===== config.mk =====
export PLATFORM = sky130hd
export DESIGN_NAME = fetch_unit
export DESIGN_NICKNAME = d
export VERILOG_FILES = /design/src/rtl/fetch_unit_pkg.sv /design/src/rtl/fetch_fifo.sv /design/src/rtl/fetch_unit.sv
export SDC_FILE = /design/constraint.sdc
export NUM_CORES = 1
export LEC_CHECK = 0
export BUFFER_PORTS_ARGS = -buffer_cell sky130_fd_sc_hd__clkbuf_2
export CORE_MARGIN = 1.5
export CORE_UTILIZATION = 55
export DETAILED_ROUTE_END_ITERATION = 8
export PLACE_DENSITY = 0.9
export SLEW_MARGIN = 20
export SYNTH_ARGS = -nofsm -noshare
export SYNTH_HDL_FRONTEND = slang
export SYNTH_HIERARCHICAL = 1
export SYNTH_SLANG_ARGS = --single-unit

===== constraint.sdc =====
create_clock -name CLK -period 5.1 [get_ports CLK]
set_input_delay 0.255 -clock CLK [delete_from_list [all_inputs] [get_ports CLK]]
set_output_delay 0.255 -clock CLK [all_outputs]
set_load 0.02 [all_outputs]

===== src/rtl/fetch_unit_pkg.sv =====
// rtl/fetch_unit_pkg.sv - shared RV32 fetch constants and the buffered fetch entry type
package fetch_unit_pkg;

  localparam int XLEN = 32;
  localparam int INSTR_BYTES = 4;
  localparam logic [XLEN-1:0] NOP_INSTR = 32'h0000_0013;

  typedef struct packed {
    logic [XLEN-1:0] pc;
    logic [XLEN-1:0] instr;
  } fetch_entry_t;

endpackage


===== src/rtl/fetch_fifo.sv =====
// rtl/fetch_fifo.sv - DEPTH-entry instruction buffer with push, pop, flush and head outputs
module fetch_fifo
  import fetch_unit_pkg::*;
#(
  parameter int DEPTH = 2,
  localparam int CW = $clog2(DEPTH + 1)
) (
  input  logic          clk,
  input  logic          rst_n,
  input  logic          flush,
  input  logic          push,
  input  fetch_entry_t  push_entry,
  input  logic          pop,
  output logic [CW-1:0] count,
  output fetch_entry_t  head
);

  localparam int PW = (DEPTH > 1) ? $clog2(DEPTH) : 1;

  fetch_entry_t  entries [DEPTH];
  logic [PW-1:0] rd_ptr;
  logic [PW-1:0] wr_ptr;
  logic          do_push;
  logic          do_pop;

  // Flush wins over both push and pop so a redirect leaves nothing stale behind.
  assign do_push = push & !flush;
  assign do_pop  = pop & !flush & (count != '0);

  function automatic logic [PW-1:0] next_ptr(input logic [PW-1:0] p);
    return (p == PW'(DEPTH - 1)) ? '0 : p + PW'(1);
  endfunction

  always_ff @(posedge clk or negedge rst_n) begin
    if (!rst_n) begin
      rd_ptr <= '0;
      wr_ptr <= '0;
      count  <= '0;
    end else if (flush) begin
      rd_ptr <= '0;
      wr_ptr <= '0;
      count  <= '0;
    end else begin
      if (do_push) wr_ptr <= next_ptr(wr_ptr);
      if (do_pop)  rd_ptr <= next_ptr(rd_ptr);
      count <= count + CW'(do_push) - CW'(do_pop);
    end
  end

  always_ff @(posedge clk) begin
    if (do_push) entries[wr_ptr] <= push_entry;
  end

  assign head = (count != '0) ? entries[rd_ptr] : '0;

endmodule


===== src/rtl/fetch_unit.sv =====
// rtl/fetch_unit.sv - PC walker issuing word reads and buffering fetched instructions for decode
module fetch_unit
  import fetch_unit_pkg::*;
#(
  parameter logic [31:0] RESET_PC = 32'h0000_0000,
  parameter int          DEPTH    = 2
) (
  input  logic        CLK,
  input  logic        RESETn,
  output logic [31:0] memory_address,
  output logic        memory_read_strobe,
  input  logic [31:0] memory_read_data,
  output logic        instr_valid,
  output logic [31:0] instr_data,
  output logic [31:0] instr_pc,
  input  logic        instr_ready,
  input  logic        redirect_valid,
  input  logic [31:0] redirect_pc,
  output logic        fetch_misaligned
);

  localparam int CW = $clog2(DEPTH + 1);
  localparam int UW = CW + 1;

  logic [31:0]   fetch_pc;
  logic [31:0]   pc_inflight;
  logic          inflight;
  logic          misaligned;
  logic [CW-1:0] count;
  logic          pop;
  logic          push;
  logic [UW-1:0] used;
  logic [UW-1:0] limit;
  fetch_entry_t  head;
  fetch_entry_t  push_entry;

  assign pop = instr_valid & instr_ready;

  // Credit check: buffered + in-flight must stay within DEPTH after this cycle's pop.
  assign used  = {1'b0, count} + UW'(inflight);
  assign limit = UW'(DEPTH) + UW'(pop);

  assign memory_read_strobe = RESETn & !redirect_valid & (used < limit);
  assign memory_address     = fetch_pc;

  assign push       = inflight & !redirect_valid;
  assign push_entry = '{pc: pc_inflight, instr: memory_read_data};

  always_ff @(posedge CLK or negedge RESETn) begin
    if (!RESETn) begin
      fetch_pc    <= RESET_PC;
      pc_inflight <= '0;
      inflight    <= 1'b0;
      misaligned  <= 1'b0;
    end else begin
      inflight <= memory_read_strobe;
      if (redirect_valid) begin
        fetch_pc <= {redirect_pc[31:2], 2'b00};
        if (redirect_pc[1:0] != 2'b00) misaligned <= 1'b1;
      end else if (memory_read_strobe) begin
        pc_inflight <= fetch_pc;
        fetch_pc    <= fetch_pc + 32'(INSTR_BYTES);
      end
    end
  end

  fetch_fifo #(
    .DEPTH(DEPTH)
  ) u_fifo (
    .clk       (CLK),
    .rst_n     (RESETn),
    .flush     (redirect_valid),
    .push      (push),
    .push_entry(push_entry),
    .pop       (pop),
    .count     (count),
    .head      (head)
  );

  assign instr_valid      = (count != '0);
  assign instr_pc         = head.pc;
  assign instr_data       = head.instr;
  assign fetch_misaligned = misaligned;

endmodule

==> flow_summary.json <==
{
  "syn_area_mm2": 0.008208,
  "max_stage_delay_ps": 880,
  "fin_skew_ps": 10.59,
  "num_rows": 44,
  "met3_length_um": 1298,
  "fp.dieH_um": 125.2,
  "synth_ff_type": "edfxtp_1",
  "p_comb_share_pct": 8.2,
  "grt_overflow_total": 0,
  "htree_levels": 4,
  "drv_cap": 0,
  "leakagePower_nw": 3.755,
  "ys_seq_area_share_pct": 66.95,
  "path_class": "register to output pin",
  "ant_nets": 0,
  "cts_buffer_depth": 2,
  "antenna_found_initial": 0,
  "core-area_mm2": 0.01453,
  "slew_viol_final": 0,
  "setup_slack_ps": 1906,
  "ys_types": 53,
  "top_layer_used": "met4",
  "grt_usage_pct": 22.60,
  "critPathMostFrequentCell": "ha_1",
  "num_antenna_cells": 0,
  "crit_path_start_kind": "register",
  "worst_pin_slew_ps": 998.1,
  "avgSynthCellArea_um2": 14.15,
  "ioPinCount": 167,
  "vdd_drop_max_mv": 0.2637,
  "hold_viol_final": 0,
  "power_density_mw_per_mm2": 353.8,
  "final_nets": 818,
  "cts_tree": "done",
  "pre_cts_ws_ps": 1972,
  "cts_buffers": 17,
  "wl_met2_um": 8573,
  "critical_path.endpoint_type": "output pin",
  "num_vias": 5357,
  "die_w_um": 125.2,
  "post-cts-setup-buffers": 0,
  "setup_tns_ps": 0,
  "gp_congestion": 0.8946,
  "outcome": "completed",
  "start_util_pct": 56.47,
  "setup_viol": 0,
  "internal-power_mw": 2.623,
  "synth_warnings": 6,
  "worstPathArrival_ps": 2940,
  "async_flop_share_pct": 34.02,
  "portBuffers": 164,
  "synth_edf_count": 128,
  "root_buffer": "clkbuf_16",
  "first_pass_iters": 5,
  "clkLatencyLatePin_ps": 420,
  "crit_fanout": 34,
  "clock_sinks": 194,
  "area_delta_synth_final_pct": 18.19,
  "required_ps": 4850,
  "drive_above_1_share_pct": 32.59,
  "dpl.hpwl_um": 11770,
  "drt_iter0_drc": 484,
  "ys_ff_latch": 194,
  "syn_inst": 580,
  "hp-class": "primary input to register",
  "vias_per_cell": 5.687,
  "drcViolationCount": 0,
  "path_cells": "ha_1 -> ha_1 -> o21ai_1 -> and3_2 -> clkbuf_2",
  "path_clk_slew_ps": 70,
  "pwr-share-seq_pct": 54.8,
  "p_sw_share_pct": 23.56,
  "grt_pass1_wl_um": 27630,
  "p_switching_uw": 808.7,
  "wire_per_inst_um": 18.43,
  "max_freq_ghz": 0.3130,
  "rsz0062_at_grt": "no",
  "pwr-share-clk_pct": 37.0,
  "slew-limit-headroom_pct": 33.46,
  "hold_buffers": 0,
  "wl_met1_um": 7158,
  "post-route-period-util_pct": 62.64,
  "grt_pass1_vias": 5345,
  "period_needed_ps": 3194,
  "drt-total-wl_um": 17360,
  "grt_max_degree": 68,
  "dieArea_mm2": 0.01567,
  "critPathSlowestCell": "and3_2",
  "post_cts_resized": 0
}
-- cell type report --
cell class	instances	area (um2)
sequential	194	5499
fill	1055	4833
multi-input combinational	358	2515
timing repair buffer	169	870.8
clock buffer	17	425.4
tap	184	230.2
clock inverter	15	141.4
inverter	5	18.77
-- sequential cells by signal, summed over array words and instances (netlist names) --
signal            cells
u_fifo/entries      128
inflight              1
fetch_misaligned      1
pc_inflight          30
u_fifo/rd_ptr         1
memory_address       30
u_fifo/wr_ptr         1
u_fifo/count          2
-- critical path: cells and delay by family, from the launching register on --
kind	cells	cell delay (ps)
and+or+nand+nor	1	880
buffers and inverters	1	300
adders and majority gates	2	510
AOI/OAI and AO/OA	1	360
DFF	1	460
-- power groups by stage --
stage | registers [mW] | logic [mW] | clock network (mW)
6_report | 1.88 | 0.281 | 1.27
5_1_grt | 1.89 | 0.306 | 1.35
4_1_cts | 1.88 | 0.284 | 1.29
3_5_place_dp | 1.91 | 0.282 | 0
3_3_place_gp | 1.90 | 0.269 | 0
2_1_floorplan | 1.91 | 0.149 | 0
-- synth_stat cells (7+ instances only) --
| library cell | count | area share, % |
|---|---|---|
| clkbuf_1 | 7 | 0.32 |
| edfxtp_1 | 128 | 47 |
| nand2_1 | 38 | 1.7 |
| xor2_1 | 9 | 0.96 |
| dfrtp_1 | 66 | 20 |
| buf_2 | 10 | 0.61 |
| o21ai_1 | 8 | 0.49 |
| nor4_1 | 7 | 0.53 |
| mux2i_1 | 65 | 7.9 |
| nand4_1 | 9 | 0.69 |
| nand3_1 | 10 | 0.61 |
| and3_1 | 8 | 0.61 |
| nor2_1 | 77 | 3.5 |
| xnor2_1 | 15 | 1.6 |
| mux2_2 | 33 | 4.5 |
| o21ai_0 | 21 | 1.3 |
-- kinds of logic after synthesis --
logic type | synth area share [%]
XOR/XNOR | 2.835
buffers and inverters | 2.896
adder cells (fa/ha/maj) | 0.7622
other | 0.04569
flip-flops | 66.95
AO/OA/AOI/OAI | 2.546
multiplexers | 12.45
AND/OR/NAND/NOR | 11.51
-- layer usage --
layer | up-vias | GRT usage, %
met5 | - | 0
met4 | 0 | 7.754
met3 | 31 | 6.205
met2 | 231 | 37.00
met1 | 2656 | 29.40
li1 | 2439 | -
-- worst paths after layout --
kind	slack (ps)	endpoint	start	cells past startpoint
max	1910	memory_read_strobe	u_fifo/count[0]	5
min	20	u_fifo/entries[1][27]	memory_read_data[27]	1
max reg2reg	2340	pc_inflight[5]	u_fifo/count[0]	5
min reg2reg	470	u_fifo/entries[0][48]	pc_inflight[16]	0
max in group asynchronous	4380	u_fifo/rd_ptr	RESETn	2
min in group asynchronous	80	memory_address[18]	RESETn	2
-- placed cells by master, fill, tap and decap left out, drive strengths merged, types with 6 or more instances in the layout --
cell type | synthesis | routed
conb | 1 | 6
nand2 | 38 | 38
xor2 | 9 | 9
xnor2 | 15 | 15
mux2 | 33 | 33
o21ai | 29 | 29
nand3 | 11 | 11
edfxtp | 128 | 128
and4 | 6 | 6
mux2i | 65 | 65
dfrtp | 66 | 66
buf | 20 | 6
nand4 | 9 | 9
nor4 | 10 | 10
clkbuf | 8 | 180
nor2 | 78 | 78
inv | 5 | 6
clkinv | 0 | 10
and3 | 10 | 10
-- stage by stage --
stage / utilization, % / cells / cell area (um2) / total power, mW / hold slack [ps]
finish: 66.74 / 942 / 9701 / 3.432 / 21.37
global route: 66.74 / 942 / 9701 / 3.552 / 9.668
CTS: 66.61 / 941 / 9681 / 3.453 / 1.887
detailed placement: 62.71 / 909 / 9114 / 2.192 / 451.0
global placement: 62.71 / 909 / 9114 / 2.169 / 448.3
floorplan: - / 585 / 8227 / 2.054 / -40.59
Note: power is estimated with default switching activity, not from simulation.
